[src/rtl/step_io_pkg.sv]
// Shared defaults and widths for the step-input front end and the FSM top that consumes it.
package step_io_pkg;

  localparam int unsigned DEBOUNCE_CYCLES_DEF = 500_000;
  localparam int unsigned AUTO_PERIOD_DEF     = 50_000_000;
  localparam int unsigned STEP_CNT_W          = 8;

  typedef logic [STEP_CNT_W-1:0] step_cnt_t;

  // Width of a counter that must hold 0..n-1, never narrower than one bit.
  function automatic int unsigned cnt_width(input int unsigned n);
    return (n > 1) ? $clog2(n) : 1;
  endfunction

endpackage

[src/rtl/debounce.sv]
// Two-flop synchronizer plus counter debouncer for one raw asynchronous input.
// Latency: CYCLES+2 edges from first sample to level_o; free-running, no backpressure.
module debounce
  import step_io_pkg::*;
#(
  parameter int unsigned CYCLES  = DEBOUNCE_CYCLES_DEF,
  parameter logic        RST_VAL = 1'b0
) (
  input  logic clk,
  input  logic rst_n,
  input  logic raw_i,
  output logic level_o
);

  localparam int unsigned      CNT_W    = cnt_width(CYCLES);
  localparam logic [CNT_W-1:0] CNT_LAST = CNT_W'(CYCLES - 1);

  logic             sync1_q, sync2_q;
  logic             level_q, level_d;
  logic [CNT_W-1:0] cnt_q, cnt_d;

  always_ff @(posedge clk or negedge rst_n) begin
    if (!rst_n) begin
      sync1_q <= RST_VAL;
      sync2_q <= RST_VAL;
      level_q <= RST_VAL;
      cnt_q   <= '0;
    end else begin
      sync1_q <= raw_i;
      sync2_q <= sync1_q;
      level_q <= level_d;
      cnt_q   <= cnt_d;
    end
  end

  // Any sample agreeing with the accepted level restarts the stability count.
  always_comb begin
    level_d = level_q;
    cnt_d   = '0;
    if (sync2_q != level_q) begin
      if (cnt_q == CNT_LAST) begin
        level_d = sync2_q;
      end else begin
        cnt_d = cnt_q + CNT_W'(1);
      end
    end
  end

  assign level_o = level_q;

endmodule

[src/rtl/step_input_cond.sv]
// Conditions raw button/switch/mode inputs into a one-cycle step enable, data level and step count.
// Latency: press to en is DEBOUNCE_CYCLES+3 edges, auto pulses every AUTO_PERIOD; no backpressure.
module step_input_cond
  import step_io_pkg::*;
#(
  parameter int unsigned DEBOUNCE_CYCLES = DEBOUNCE_CYCLES_DEF,
  parameter int unsigned AUTO_PERIOD     = AUTO_PERIOD_DEF
) (
  input  logic                  clk,
  input  logic                  rst_n,
  input  logic                  btn_step_n,
  input  logic                  sw_a,
  input  logic                  auto_mode,
  output logic                  en,
  output logic                  a,
  output logic [STEP_CNT_W-1:0] step_cnt
);

  localparam int unsigned      PRE_W    = cnt_width(AUTO_PERIOD);
  localparam logic [PRE_W-1:0] PRE_LAST = PRE_W'(AUTO_PERIOD - 1);

  // A button held through reset reaches the debounced level no later than SETTLE edges after release.
  localparam int unsigned      SETTLE      = DEBOUNCE_CYCLES + 2;
  localparam int unsigned      SETTLE_W    = cnt_width(SETTLE + 1);
  localparam logic [SETTLE_W-1:0] SETTLE_LAST = SETTLE_W'(SETTLE);

  logic                btn_n_lvl;
  logic                sw_lvl;
  logic                pressed;
  logic                auto_s1_q, auto_s2_q;
  logic                prev_q;
  logic                armed_q, armed_d;
  logic [SETTLE_W-1:0] settle_q, settle_d;
  logic [PRE_W-1:0]    pre_q, pre_d;
  logic                wrap;
  logic                en_q, en_d;
  step_cnt_t           cnt_q, cnt_d;

  debounce #(
    .CYCLES  (DEBOUNCE_CYCLES),
    .RST_VAL (1'b1)
  ) u_db_btn (
    .clk     (clk),
    .rst_n   (rst_n),
    .raw_i   (btn_step_n),
    .level_o (btn_n_lvl)
  );

  debounce #(
    .CYCLES  (DEBOUNCE_CYCLES),
    .RST_VAL (1'b0)
  ) u_db_sw (
    .clk     (clk),
    .rst_n   (rst_n),
    .raw_i   (sw_a),
    .level_o (sw_lvl)
  );

  assign pressed = ~btn_n_lvl;

  always_ff @(posedge clk or negedge rst_n) begin
    if (!rst_n) begin
      auto_s1_q <= 1'b0;
      auto_s2_q <= 1'b0;
      prev_q    <= 1'b0;
      armed_q   <= 1'b0;
      settle_q  <= '0;
      pre_q     <= '0;
      en_q      <= 1'b0;
      cnt_q     <= '0;
    end else begin
      auto_s1_q <= auto_mode;
      auto_s2_q <= auto_s1_q;
      prev_q    <= pressed;
      armed_q   <= armed_d;
      settle_q  <= settle_d;
      pre_q     <= pre_d;
      en_q      <= en_d;
      cnt_q     <= cnt_d;
    end
  end

  always_comb begin
    settle_d = settle_q;
    if (settle_q != SETTLE_LAST) begin
      settle_d = settle_q + SETTLE_W'(1);
    end

    // Manual presses only count once the button has been seen released after reset.
    armed_d = armed_q | ((settle_q == SETTLE_LAST) & ~pressed);

    pre_d = '0;
    wrap  = 1'b0;
    if (auto_s2_q) begin
      if (pre_q == PRE_LAST) begin
        wrap = 1'b1;
      end else begin
        pre_d = pre_q + PRE_W'(1);
      end
    end

    if (auto_s2_q) begin
      en_d = wrap;
    end else begin
      en_d = pressed & ~prev_q & armed_q;
    end
    if (en_q) begin
      en_d = 1'b0;
    end

    cnt_d = cnt_q;
    if (en_q) begin
      cnt_d = cnt_q + step_cnt_t'(1);
    end
  end

  assign en       = en_q;
  assign a        = sw_lvl;
  assign step_cnt = cnt_q;

endmodule

[config.mk]
export PLATFORM = sky130hd
export DESIGN_NAME = step_input_cond
export DESIGN_NICKNAME = d
export VERILOG_FILES = /design/src/rtl/step_io_pkg.sv /design/src/rtl/debounce.sv /design/src/rtl/step_input_cond.sv
export SDC_FILE = /design/constraint.sdc
export NUM_CORES = 1
export LEC_CHECK = 0
export ABC_AREA = 1
export CAP_MARGIN = 20
export CORE_MARGIN = 1
export CORE_UTILIZATION = 64
export DETAILED_ROUTE_END_ITERATION = 6
export HOLD_SLACK_MARGIN = 0.1
export PLACE_DENSITY_LB_ADDON = 0.15
export SLEW_MARGIN = 10
export SYNTH_ARGS = -nofsm -noshare
export SYNTH_HDL_FRONTEND = slang
export SYNTH_SLANG_ARGS = --single-unit
[constraint.sdc]
create_clock -name clk -period 3.5 [get_ports clk]
set_clock_uncertainty 0.05 [all_clocks]
set_input_delay 0.7 -clock clk [delete_from_list [all_inputs] [get_ports clk]]
set_output_delay 0.7 -clock clk [all_outputs]
set_load 0.005 [all_outputs]
## After elaboration in Yosys (flattened, before gate mapping)

Cells that the tools add are included.
W data, S select, Z words.

| operators by class | value |
|---|---|
| add/sub/neg operators | 5 |
| eq/ne operators | 7 |
| multiplexer cells | 9 |
| bitwise gates (word level) | 6 |
| reductions and logical operators | 2 |

Operator list:

| operator | count |
|---|---|
| $mux W19 | 4 |
| $add A19 B1 Y19 const B | 3 |
| $eq A19 B19 Y1 const B | 3 |
| $mux W26 | 2 |
| $add A26 B1 Y26 const B | 1 |
| $eq A26 B26 Y1 const B | 1 |
| $ne A19 B19 Y1 const B | 1 |
| $add A8 B1 Y8 const B | 1 |
| $reduce_and A2 Y1 | 2 |
| $and A1 B1 Y1 | 3 |
| $mux W1 | 3 |
| $ne A1 B1 Y1 | 2 |
| $not A1 Y1 | 2 |
| $or A1 B1 Y1 | 1 |

| word-level totals | value |
|---|---|
| flip-flop bits (word level) | 102 |
| bits of input ports | 5 |
| output and inout bits | 10 |
| logic and storage cells | 45 |

## Longest topological paths before layout

| logic depth | value |
|---|---|
| depth in word-level cells | 5 |
| mapped depth | 9 |

## Cells and area by module

From an unflattened synthesis, not the netlist that was laid out.

| unflattened totals | value |
|---|---|
| cell total of the unflattened synthesis | 642 |
| area total of the unflattened synthesis | 5,323.9 um2 |

Modules (own cells, without submodules):

| module | times used | cells an instance | area each (um2) |
|---|---|---|---|
| step_input_cond | 1 | 348 | 2,937.8 |
| debounce (u_db_btn) | 1 | 147 | 1,194.9 |
| debounce (u_db_sw) | 1 | 147 | 1,191.1 |

## Worst setup path before layout

No wires, ideal clock.

| timing | value |
|---|---|
| path kind | register to register |
| start | register pre_q[0] |
| end | register pre_q[14] |
| setup time | 0.120 ns |
| arrival time | 1.246 ns |
| slack | 2.084 ns |
| stages on the path, launching flop included | 10 |
| buffers on the path | 1 |
| clock period less this slack | 1.416 ns |
| path through | dfrtp_1 -> ha_1 -> nand2_2 -> nor2_4 -> inv_2 -> nor2_4 -> nand3_2 -> nand2_4 -> buf_6 -> nor2_1 |

| between the ends | value |
|---|---|
| word-level cells in the longest chain between the ends | 3 |
| elaborated cells on any way between the ends | 4 |
| those cells by class | add/sub (1); eq/ne (1); mux (2) |

RTL lines:

| item | RTL line | text |
|---|---|---|
| start: declaration | step_input_cond.sv:34 | `logic [PRE_W-1:0] pre_q, pre_d;` |
| start signal: assignment | step_input_cond.sv:77 | `pre_q <= pre_d;` |
| $add A26 B1 Y26 / $eq A26 B26 Y1 (equally long branches) | step_input_cond.sv:98, step_input_cond.sv:95 |  |
| $mux W26 (*) | step_input_cond.sv:95 | `if (pre_q == PRE_LAST) begin` |
| $mux W26 (*) | step_input_cond.sv:94 | `if (auto_s2_q) begin` |
| named net pre_d[14] | step_input_cond.sv:34 |  |

Mark *: on every way through the listed nets, which the timed path passes. The rest lies on a longest branch.
A chain may end at the register's enable or synchronous reset.

## Final worst setup path

| timing | value |
|---|---|
| start | register en_q, in the netlist en |
| end | output port en |

RTL lines:

| item | RTL line | text |
|---|---|---|
| start: declaration | step_input_cond.sv:36 | `logic en_q, en_d;` |
| start signal: assignment | step_input_cond.sv:78 | `en_q <= en_d;` |
| end: declaration | step_input_cond.sv:14 | `output logic en,` |

No word-level cell between the ends.

==> impl_metrics.ini <==
[power_and_ir_drop]
powerDensity_nw_per_um2 = 372
power.leakage_nw = 2.45
p_switching_uw = 511
p_clk_frac = 0.338
irDropWorstVdd_mv = 0.247
comb_power_share = 0.076
internal_power_mw = 1.63
pwr-share-seq = 0.586
swShare = 0.238

[timing]
hold_viol = 0
post-route-min-period_ns = 2.11
fin_ws_ns = 1.39
tightest_slew_ns = 0.957
rsz0062_at_grt = false
finalSetupViolCount = 0
slew_violations = 0
slew_headroom = 0.358
worst_hold_slack_ns = 0.291
final.setup.tns_ns = 0
post-route-period-util = 0.603
fmax_mhz = 474

[cells_and_area]
nFillCells = 592
area_growth_pct = 8.68
final_common_cell = nand2_1
antenna_cells = 0
finalNetCount = 704
drive_gt1_frac = 0.0745
final_cell_mix = nand2_1, nor2_1, dfrtp_1
utilization = 0.731

[placement]
place_congestion = 0.932
dp_hpwl_mm = 7.44
port_buffers = 14
pre_cts_ws_ns = 1.77

[synthesis]
netlist_area_um2 = 5300
yosysWarnings = 0
synthCells = 669
syn_avg_cell_area_um2 = 7.93
synth_seq_cells = 102
ys_types = 30
postSynthNetCount = 680
yosysSeqAreaShare = 0.482

[status]
status = completed

[critical_path]
cpLargestDelayFamily = buffers and inverters
slowest_delay_ns = 0.54
crit_path_end_kind = primary output
cp_cell_sequence = clkdlybuf4s50_1
worstPathRequired_ns = 2.75
cpMaxStageDelayCell = clkdlybuf4s50_1
cp_max_fo = 7
path_buf_inv = 1
crit_arrival_ns = 1.36
path_class = flop to primary output
start_kind = flop

[drt]
dr_total_vias = 4246
drt_iter0_drc = 178
wl_per_cell_um = 12.6
viasPerCell = 5.31
ant_nets = 0
drc_errors = 0
first_pass_iters = 5
wl_mm = 10.1

[global_routing]
gr-total-overflow = 0
antenna_found_initial = 0
grt_pass1_vias = 4107
grt_use_total = 0.255
grt_pass1_wl_mm = 17.5
grt_max_degree = 55

[job]
drv_cap = 0

[clocking]
cts_tree = built
ctsRootBufferMaster = clkbuf_8
cts.path.max_buffers = 2
clock_sinks = 102
clk_latency_ns = 0.36
post-cts-setup-buffer-count = 0
holdBufCountCts = 0
cts.clk_slew.worst_paths_ns = 0.09
ctsResizeCount = 0
cts_buffers = 9
htree_levels = 3

[floorplanning]
dieArea_um2 = 8650
dieHeight_um = 93.0
core_um2 = 7890
die_w_um = 93.0
start_util = 0.672
rows = 32
boundaryPins = 15

[worst_hold_path]
hold_path_class = input port to async pin
-- final cells by class --
cell class / count / area (um^2) / area share
clock inverters: 5 / 58.8 / 0.0102
inverters: 73 / 274 / 0.0475
flip-flops and latches: 102 / 2560 / 0.444
clock buffers: 11 / 131 / 0.0228
repair buffers: 15 / 158 / 0.0274
well taps: 102 / 128 / 0.0221
multi-input cells: 492 / 2460 / 0.426
-- stage by stage --
| step | cell area (um^2) | total power [mW] | instances |
|---|---|---|---|
| finish | 5760 | 2.15 | 800 |
| global route | 5760 | 2.24 | 800 |
| CTS | 5760 | 2.17 | 800 |
| detailed placement | 5570 | 1.45 | 784 |
| global placement | 5570 | 1.44 | 784 |
| floorplan | 5300 | 1.34 | 669 |
-- cells in the mapped netlist --
library cell,n,area (um^2)
o21ai_0,7,35.0
nand3_1,37,185
nand2_1,160,601
xnor2_2,1,16.3
nand3_2,2,20.0
dfrtp_1,99,2480
ha_1,6,75.1
nand3b_2,1,11.3
xnor2_1,16,140
nor3b_1,1,7.51
inv_1,71,267
or2_2,1,6.26
nand4_1,16,100
nor2_2,10,62.6
buf_6,1,11.3
nor3_2,3,30.0
inv_2,2,7.51
nor2_1,152,571
a21oi_1,10,50.1
nor2_4,6,67.6
and2_1,2,12.5
nor3_1,13,65.1
o21bai_1,2,15.0
clkbuf_1,1,3.75
xor2_1,36,315
nand2_2,6,37.5
a211oi_1,1,7.51
nand3b_1,2,15.0
nand2_4,1,11.3
dfstp_2,3,78.8
-- logic make-up (layout without fill, tap and decap cells) --
family / Yosys count / after routing / share of synthesized area
xor gates and xnor gates: 53 / 53 / 0.0890
buffers and inverters: 75 / 104 / 0.0545
and+or+nand+nor: 413 / 413 / 0.340
adders and majority gates: 6 / 6 / 0.0142
DFF: 102 / 102 / 0.482
AOI/OAI and AO/OA: 20 / 20 / 0.0203
-- sequential cells by signal, indices dropped and copies added, names as in the netlist --
| name | flops |
|---|---|
| u_db_sw.level_o | 1 |
| auto_s1_q | 1 |
| u_db_btn.cnt_q | 19 |
| en | 1 |
| armed_q | 1 |
| step_cnt | 8 |
| u_db_sw.sync1_q | 1 |
| settle_q | 19 |
| prev_q | 1 |
| u_db_sw.cnt_q | 19 |
| pre_q | 26 |
| u_db_btn.sync2_q | 1 |
| u_db_btn.level_o | 1 |
| auto_s2_q | 1 |
| u_db_btn.sync1_q | 1 |
| u_db_sw.sync2_q | 1 |
-- per-layer routing --
| metal | vias up | global-route usage | wire (um) |
|---|---|---|---|
| met5 | - | 0 | 0 |
| met4 | 0 | 0.0795 | 180 |
| met3 | 19 | 0.0561 | 404 |
| met2 | 85 | 0.443 | 4900 |
| met1 | 2020 | 0.319 | 4590 |
| li1 | 2122 | - | - |
-- worst paths after layout --
kind	start	to	slack, ns	cells after the start
worst max-delay path	en$_DFF_PN0_	en	1.39	1
worst min-delay path	rst_n	u_db_sw.cnt_q[4]$_DFF_PN0_	0.29	1
worst max register to register	u_db_sw.level_o$_DFFE_PN0P_	u_db_sw.cnt_q[13]$_DFF_PN0_	1.68	4
worst min register to register	auto_s1_q$_DFF_PN0_	auto_s2_q$_DFF_PN0_	0.31	0
max in group asynchronous	rst_n	u_db_btn.sync2_q$_DFF_PN1_	2.37	2
min in group clk	auto_s1_q$_DFF_PN0_	auto_s2_q$_DFF_PN0_	0.31	0
-- power groups by stage --
stage	clock network, mW	registers, mW	logic [mW]
after CTS	0.746	1.26	0.167
final	0.725	1.26	0.163
after global placement	0	1.28	0.159
after global routing	0.788	1.27	0.185
after detailed placement	0	1.28	0.166
after floorplan	0	1.28	0.0643
No activity file was read; power rests on OpenSTA's default activity.
